<file path="config.mk">
export PLATFORM = sky130hd
export DESIGN_NAME = instr_encoder_loader
export DESIGN_NICKNAME = d
export VERILOG_FILES = /design/src/rtl/instr_encoder_loader.sv
export SDC_FILE = /design/constraint.sdc
export NUM_CORES = 1
export LEC_CHECK = 0
export CAP_MARGIN = 20
export CORE_ASPECT_RATIO = 1.75
export CORE_UTILIZATION = 47
export CTS_CLUSTER_DIAMETER = 60
export DETAILED_ROUTE_END_ITERATION = 16
export MAX_ROUTING_LAYER = met4
export PLACE_DENSITY_LB_ADDON = 0.1
export SLEW_MARGIN = 20
export SYNTH_ARGS = -nofsm -noshare
export SYNTH_HDL_FRONTEND = slang
export SYNTH_SLANG_ARGS = --single-unit
</file>
<file path="constraint.sdc">
create_clock -name clk -period 4.74 [get_ports clk]
set_clock_uncertainty 0.1 [all_clocks]
set_input_delay 0.711 -clock clk [delete_from_list [all_inputs] [get_ports clk]]
set_output_delay 0.711 -clock clk [all_outputs]
set_load 0.05 [all_outputs]
</file>
<file path="src/rtl/instr_encoder_loader.sv">
// Packs decoded R-type fields into RV32I words and writes them to consecutive
// instruction-memory addresses. Optional macro RTYPE_CHECK_EN rejects non-R-type sets.
module instr_encoder_loader #(
  parameter int unsigned ADDR_W = 8,
  parameter int unsigned DEPTH  = 256
) (
  input  logic              clk,
  input  logic              rst,
  input  logic              start,
  input  logic              stop,
  input  logic              in_valid,
  output logic              in_ready,
  input  logic [6:0]        opcode,
  input  logic [4:0]        rs1,
  input  logic [4:0]        rs2,
  input  logic [4:0]        rd,
  input  logic [2:0]        funct3,
  input  logic [6:0]        funct7,
  output logic              mem_we,
  output logic [ADDR_W-1:0] mem_addr,
  output logic [31:0]       mem_wdata,
  output logic [ADDR_W:0]   count,
  output logic              full,
  output logic              error
);

  localparam int unsigned CNT_W = ADDR_W + 1;
  localparam logic [CNT_W-1:0] DEPTH_CNT = CNT_W'(DEPTH);

  typedef enum logic [1:0] {
    IDLE = 2'd0,
    LOAD = 2'd1,
    FULL = 2'd2
  } state_t;

  state_t            state;
  logic [ADDR_W-1:0] wr_ptr;
  logic              xfer;
  logic              legal;
  logic              commit;
  logic [31:0]       word;
  logic [CNT_W-1:0]  count_inc;

  assign xfer      = in_valid & in_ready;
  assign word      = {funct7, rs2, rs1, funct3, rd, opcode};
  assign count_inc = count + CNT_W'(1);
  assign commit    = xfer & legal;

`ifdef RTYPE_CHECK_EN
  assign legal = (opcode == 7'b0110011) && ((funct7 == 7'h00) || (funct7 == 7'h20));

  // Sticky until the next start or reset; a dropped start-cycle transfer does not count.
  always_ff @(posedge clk) begin
    if (rst) begin
      error <= 1'b0;
    end else if (start) begin
      error <= 1'b0;
    end else if (xfer && !legal) begin
      error <= 1'b1;
    end
  end
`else
  assign legal = 1'b1;
  assign error = 1'b0;
`endif

  // Pointer, count and write stage all advance on the accepting edge, so count
  // and full become visible in the same cycle as mem_we.
  always_ff @(posedge clk) begin
    if (rst) begin
      state     <= IDLE;
      in_ready  <= 1'b0;
      mem_we    <= 1'b0;
      mem_addr  <= '0;
      mem_wdata <= '0;
      wr_ptr    <= '0;
      count     <= '0;
      full      <= 1'b0;
    end else begin
      mem_we <= 1'b0;
      if (start) begin
        state    <= LOAD;
        in_ready <= 1'b1;
        wr_ptr   <= '0;
        count    <= '0;
        full     <= 1'b0;
      end else begin
        if (commit) begin
          mem_we    <= 1'b1;
          mem_addr  <= wr_ptr;
          mem_wdata <= word;
          wr_ptr    <= wr_ptr + ADDR_W'(1);
          count     <= count_inc;
          full      <= (count_inc == DEPTH_CNT);
        end
        case (state)
          IDLE: begin
            in_ready <= 1'b0;
          end
          LOAD: begin
            if (stop) begin
              state    <= IDLE;
              in_ready <= 1'b0;
            end else if (commit && (count_inc == DEPTH_CNT)) begin
              state    <= FULL;
              in_ready <= 1'b0;
            end else begin
              in_ready <= 1'b1;
            end
          end
          FULL: begin
            in_ready <= 1'b0;
            if (stop) begin
              state <= IDLE;
            end
          end
          default: begin
            state    <= IDLE;
            in_ready <= 1'b0;
          end
        endcase
      end
    end
  end

endmodule
</file>
---- Word-level counts from Yosys, hierarchy flattened ----
Index checks and enable logic that the tools add are counted.
word-level totals
  output and inout bits ................... 53
  word-level logic and storage cells ...... 38
  register bits ........................... 62
  input bits .............................. 37
operators by class
  add/subtract/negate cells ............... 2
  mux-type cells .......................... 10
  reduce and logical (&&, ||, !) cells .... 6
  equality and inequality tests ........... 8
  bitwise operators ....................... 3
operators by type and width
  operator               count
  $add A9 B1 Y9 const B  1
  $eq A9 B9 Y1 const B   1
  $add A8 B1 Y8 const B  1
  $mux W1                6
  $mux W2                3
  $ne A3 B3 Y1 const B   2
  $pmux W2 S3            1
  $reduce_and A3 Y1      2
  $ne A2 B2 Y1 const B   2
  $ne A4 B4 Y1 const B   1
  $eq A2 B1 Y1 const B   1
  $eq A2 B2 Y1 const B   1
  $logic_not A2 Y1       1
  $not A1 Y1             2
  $reduce_and A2 Y1      1
  $reduce_or A2 Y1       1
  $and A1 B1 Y1          1
  $logic_and A1 B1 Y1    1

---- Logic depth before layout (Yosys ltp) ----
  depth after elaboration ................. 7
  gate-level depth with buffers ........... 7
  gate-level depth less buffers ........... 5

---- Worst setup path before layout ----
OpenSTA, ideal clock, no wires.
  kind .................................... reg-to-reg
  from .................................... reg count[0]
  to ...................................... reg state[1]
  path buffers ............................ 0
  clock period less this slack ............ 2.298 ns
  data required time ...................... 4.544 ns
  slack ................................... 2.442 ns
  data arrival time ....................... 2.102 ns
  stages on the path, launching flop included .. 6
  library setup time ...................... 0.096 ns
  cells stage by stage .................... dfxtp_1 > ha_1 > nand4b_1 > a211o_1 > a221o_1 > o41ai_2
on the way
  cells in the longest elaborated chain, start to end .. 5
ends and longest elaborated chain
  item                         RTL line  text
  start: declaration           22        output logic [ADDR_W:0] count,
  start signal: assignment     93        count <= count_inc;
  $add A9 B1 Y9                46        assign count_inc = count + CNT_W'(1);
  $eq A9 B9 Y1                 104       end else if (commit && (count_inc == DEPTH_CNT)) begin
  $logic_and A1 B1 Y1          104
  $ne A3 B3 Y1 (no line)       --
  $reduce_and A3 Y1 (no line)  --
  end signal: assignment       102       state <= IDLE;
  end signal: assignment       105       state <= FULL;
  end signal: assignment       114       state <= IDLE;
  end: declaration             36        state_t state;
No other way between the ends.
A chain may end at the register's enable or synchronous reset.

---- Worst setup path in the final report ----
  from .................................... reg count[0]
  to ...................................... out count[0]
No word-level cell between the ends.

==> summary.log <==
[yosys] portion of synthesized cell area occupied by the leading cell type 52.05%
[worst_hold_path] critical hold path startpoint mem_addr[4]
[yosys] number of nets in the synthesized netlist 331
[critical_path] worst-path fanout max 9
[job] max_cap viols 0
[routing] length of the first detailed-routing pass in iterations 4
[die] floorplan row count 34
[routing] DRT Wirelength 5.327 mm
[die] DIE HEIGHT 96.23 um
[clocking] clock insertion delay at the later pin of the skew report 0.33 ns
[critical_path] data arrival time of the worst path 1.71 ns
[sta] Slew @ Worst Pin 0.5466 ns
[placed_design] worst slack, placed 2.031 ns
[power_and_ir_drop] total power 0.001155 W
[final_layout] number of nets in the layout 412
[worst_hold_path] Hold/Removal Path Class reg2reg
[yosys] share of synthesized area occupied by flip-flops and latches 52.05%
[critical_path] Crit-path slowest cell clkdlybuf4s50_1
[clocking] maximum buffer depth of the clock tree 2
[routing] DRC errors left 0
[final_layout] share of post-route cells with drive strength above 1 6.101%
[clocking] CTS sink count 62
[routing] mean number of vias per cell 5.114
[critical_path] worst-path cell chain clkdlybuf4s50_1
[global_routing] antenna violations before repair 0
[critical_path] Critical Path Sink Type output pin
[clocking] buffers inserted during post-CTS setup optimization 0
[critical_path] family with the most delay on the worst path buffers and inverters
[yosys] largest area contributor in the netlist dfxtp_1
[clocking] TritonCTS Buffers 9
[yosys] netlist area before placement 0.002385 mm2
[global_routing] via count of the first global-routing pass 1,981
[placed_design] number of buffer cells added on primary ports 88
[die] initial core utilization 48.33%
[yosys] Async S/R FF share, synth 0%
[final_layout] ant diodes 0
[die] core area 0.004935 mm2
[sta] Final Hold Vio Count 0
[die] die width 55.85 um
[yosys] most used standard cells in the synthesized netlist nand2_1 (91), dfxtp_1 (62), a21oi_1 (43), clkbuf_1 (19), nor2_1 (19)
[critical_path] critical path's largest stage delay 0.87 ns
[worst_hold_path] cell depth of the worst min-delay path 2
[global_routing] Overall Global Routing Usage 21.49%
[critical_path] reg-to-reg slack, setup 2.60 ns
[sta] Period Utilization, post-route 53.15%
[sta] RSZ-0062 raised after global routing false
[critical_path] cell depth of the worst setup path 1
[clocking] total number of H-tree levels 3
[routing] starting DRC count in detailed routing 60
[sta] post-layout minimum cycle time 2.519 ns
[die] num ports 90
[placed_design] area after detailed placement 0.003274 mm2
[yosys] #FFs+latches synth 62
[clocking] cts hold-fix bufs 0
[critical_path] startpoint type of the worst setup path register
[critical_path] start point of the critical path count[0]
[routing] total vias in the final route 2,204
[routing] Routed Antenna Nets 0
[placed_design] HPWL Detailed 3.565 mm
[critical_path] depth of the worst register-to-register path 5
[final_layout] synthesis-to-layout area growth 46.64%
[power_and_ir_drop] maximum VDD drop 295.6 uV
[final_layout] Finished Core Util 70.87%
[placed_design] gp weighted congestion 0.8639
[yosys] most frequent cell after synthesis nand2_1
[routing] average routed wire per standard cell 12.36 um
[sta] endpoints failing setup 0
[outcome] status finished clean
[sta] post-layout worst setup margin 2.221 ns
[global_routing] busiest grt layer met2
[global_routing] met1 track utilization from global routing 24.90%
[sta] Max Slew Vio Count 0
[yosys] yosys synthesis warning count 0
[critical_path] class of the most critical setup path reg2out
[critical_path] source of the worst register-to-register timing path count[1]
[sta] post-route setup TNS 0 ns
[power_and_ir_drop] power density over the cells 330.2 mW/mm2
[power_and_ir_drop] static leakage 1.214 nW
[clocking] clock transition at the register clock pins on the worst setup and hold paths after CTS 0.07 ns
[yosys] ys flop type dfxtp_1
[clocking] Root Driver clkbuf_8
[yosys] largest cells by area after synthesis dfxtp_1 (52%), nand2_1 (14%), a21oi_1 (9.0%), xor2_1 (4.4%), clkbuf_1 (3.0%)
[critical_path] CP Data Required Time 3.93 ns
[clocking] CTS tree done
[die] full die area 0.005374 mm2
[global_routing] routing usage on met3 6.452%
[global_routing] largest net degree at the start of global routing 44
[final_layout] summed area of non-filler cells in the final layout 0.003497 mm2
[yosys] instance count of the mapped netlist 291
[global_routing] GRT met2 Usage 34.24%
[yosys] unique cell type count in the Yosys netlist 31
[sta] max frequency 396.9 MHz
[yosys] Syn Area/Cell 8.195 um2
[global_routing] global-route wire length before repair 8.756 mm
[sta] Rel. slew slack 63.56%
[critical_path] number of buffers and inverters on the critical path 1
[clocking] Resize count post-CTS 0
[global_routing] global-route congestion overflow total 0
[yosys] number of enable flip-flop cells after synthesis 0
==> power breakdown <==
| part | internal (W) | switching, W | leakage (nW) |
|---|---|---|---|
| Clock | 0.000308 | 0.000199 | 0.108 |
| Combinational | 0.0000482 | 0.0000630 | 0.604 |
| Sequential | 0.000530 | 0.00000556 | 0.502 |
| Total | 0.000887 | 0.000268 | 1.21 |
==> flip-flops by register name (all words and copies together), names as in the netlist <==
| signal | flops |
|---|---|
| mem_we | 1 |
| count | 9 |
| state | 2 |
| mem_wdata | 32 |
| full | 1 |
| in_ready | 1 |
| mem_addr | 8 |
| wr_ptr | 8 |
==> logic make-up after synthesis <==
| logic type | count (synthesis) | share of synthesized area (%) |
|---|---|---|
| fa+ha+maj | 3 | 1.574 |
| compound gates | 52 | 12.65 |
| other cells | 1 | 0.1572 |
| buf+inv | 23 | 3.830 |
| xor+xnor | 15 | 5.509 |
| simple gates | 135 | 24.24 |
| flops | 62 | 52.05 |
==> worst paths after layout <==
path	endpoint
max reg2reg	state[1]
max	count[0]
min reg2reg	mem_addr[4]
min	mem_addr[4]
==> area by class of cell <==
type,instances,area (um2)
clock buffers,10,137.6
clock inverters,6,85.08
fillers,404,1438
inverters,2,7.507
multi-input cells,206,1055
flip-flops and latches,62,1241
well taps,54,67.56
repair buffers,91,903.4
==> cell usage in the layout, fill, tap and decap left out, types with 2 or more instances in the layout <==
cell type / n
a22o_1: 2
clkbuf_8: 10
nand2b_1: 2
xnor2_1: 3
bufinv_16: 2
buf_4: 3
nand2_1: 91
clkdlybuf4s50_1: 88
dfxtp_1: 62
nor2_1: 18
and3_1: 3
inv_1: 2
a21oi_1: 43
nand4_1: 8
clkinv_2: 2
and4_1: 2
and2_1: 2
ha_1: 3
clkinvlp_4: 2
nand3_1: 2
xor2_1: 12
nor3_1: 2
==> routing by layer <==
metal / wire [um] / vias to the layer above
met4: 74 / 0
met3: 232 / 6
met1: 2356 / 1021
met5: 0 / -
met2: 2664 / 60
li1: - / 1117
==> stage by stage <==
step                      cells  hold WS, ns
after global routing        431       0.3736
after floorplan             291       0.3437
final                       431       0.3528
after detailed placement    415       0.3457
after global placement      415       0.3405
after CTS                   431       0.3548
Note: power is estimated with default switching activity, not from simulation.
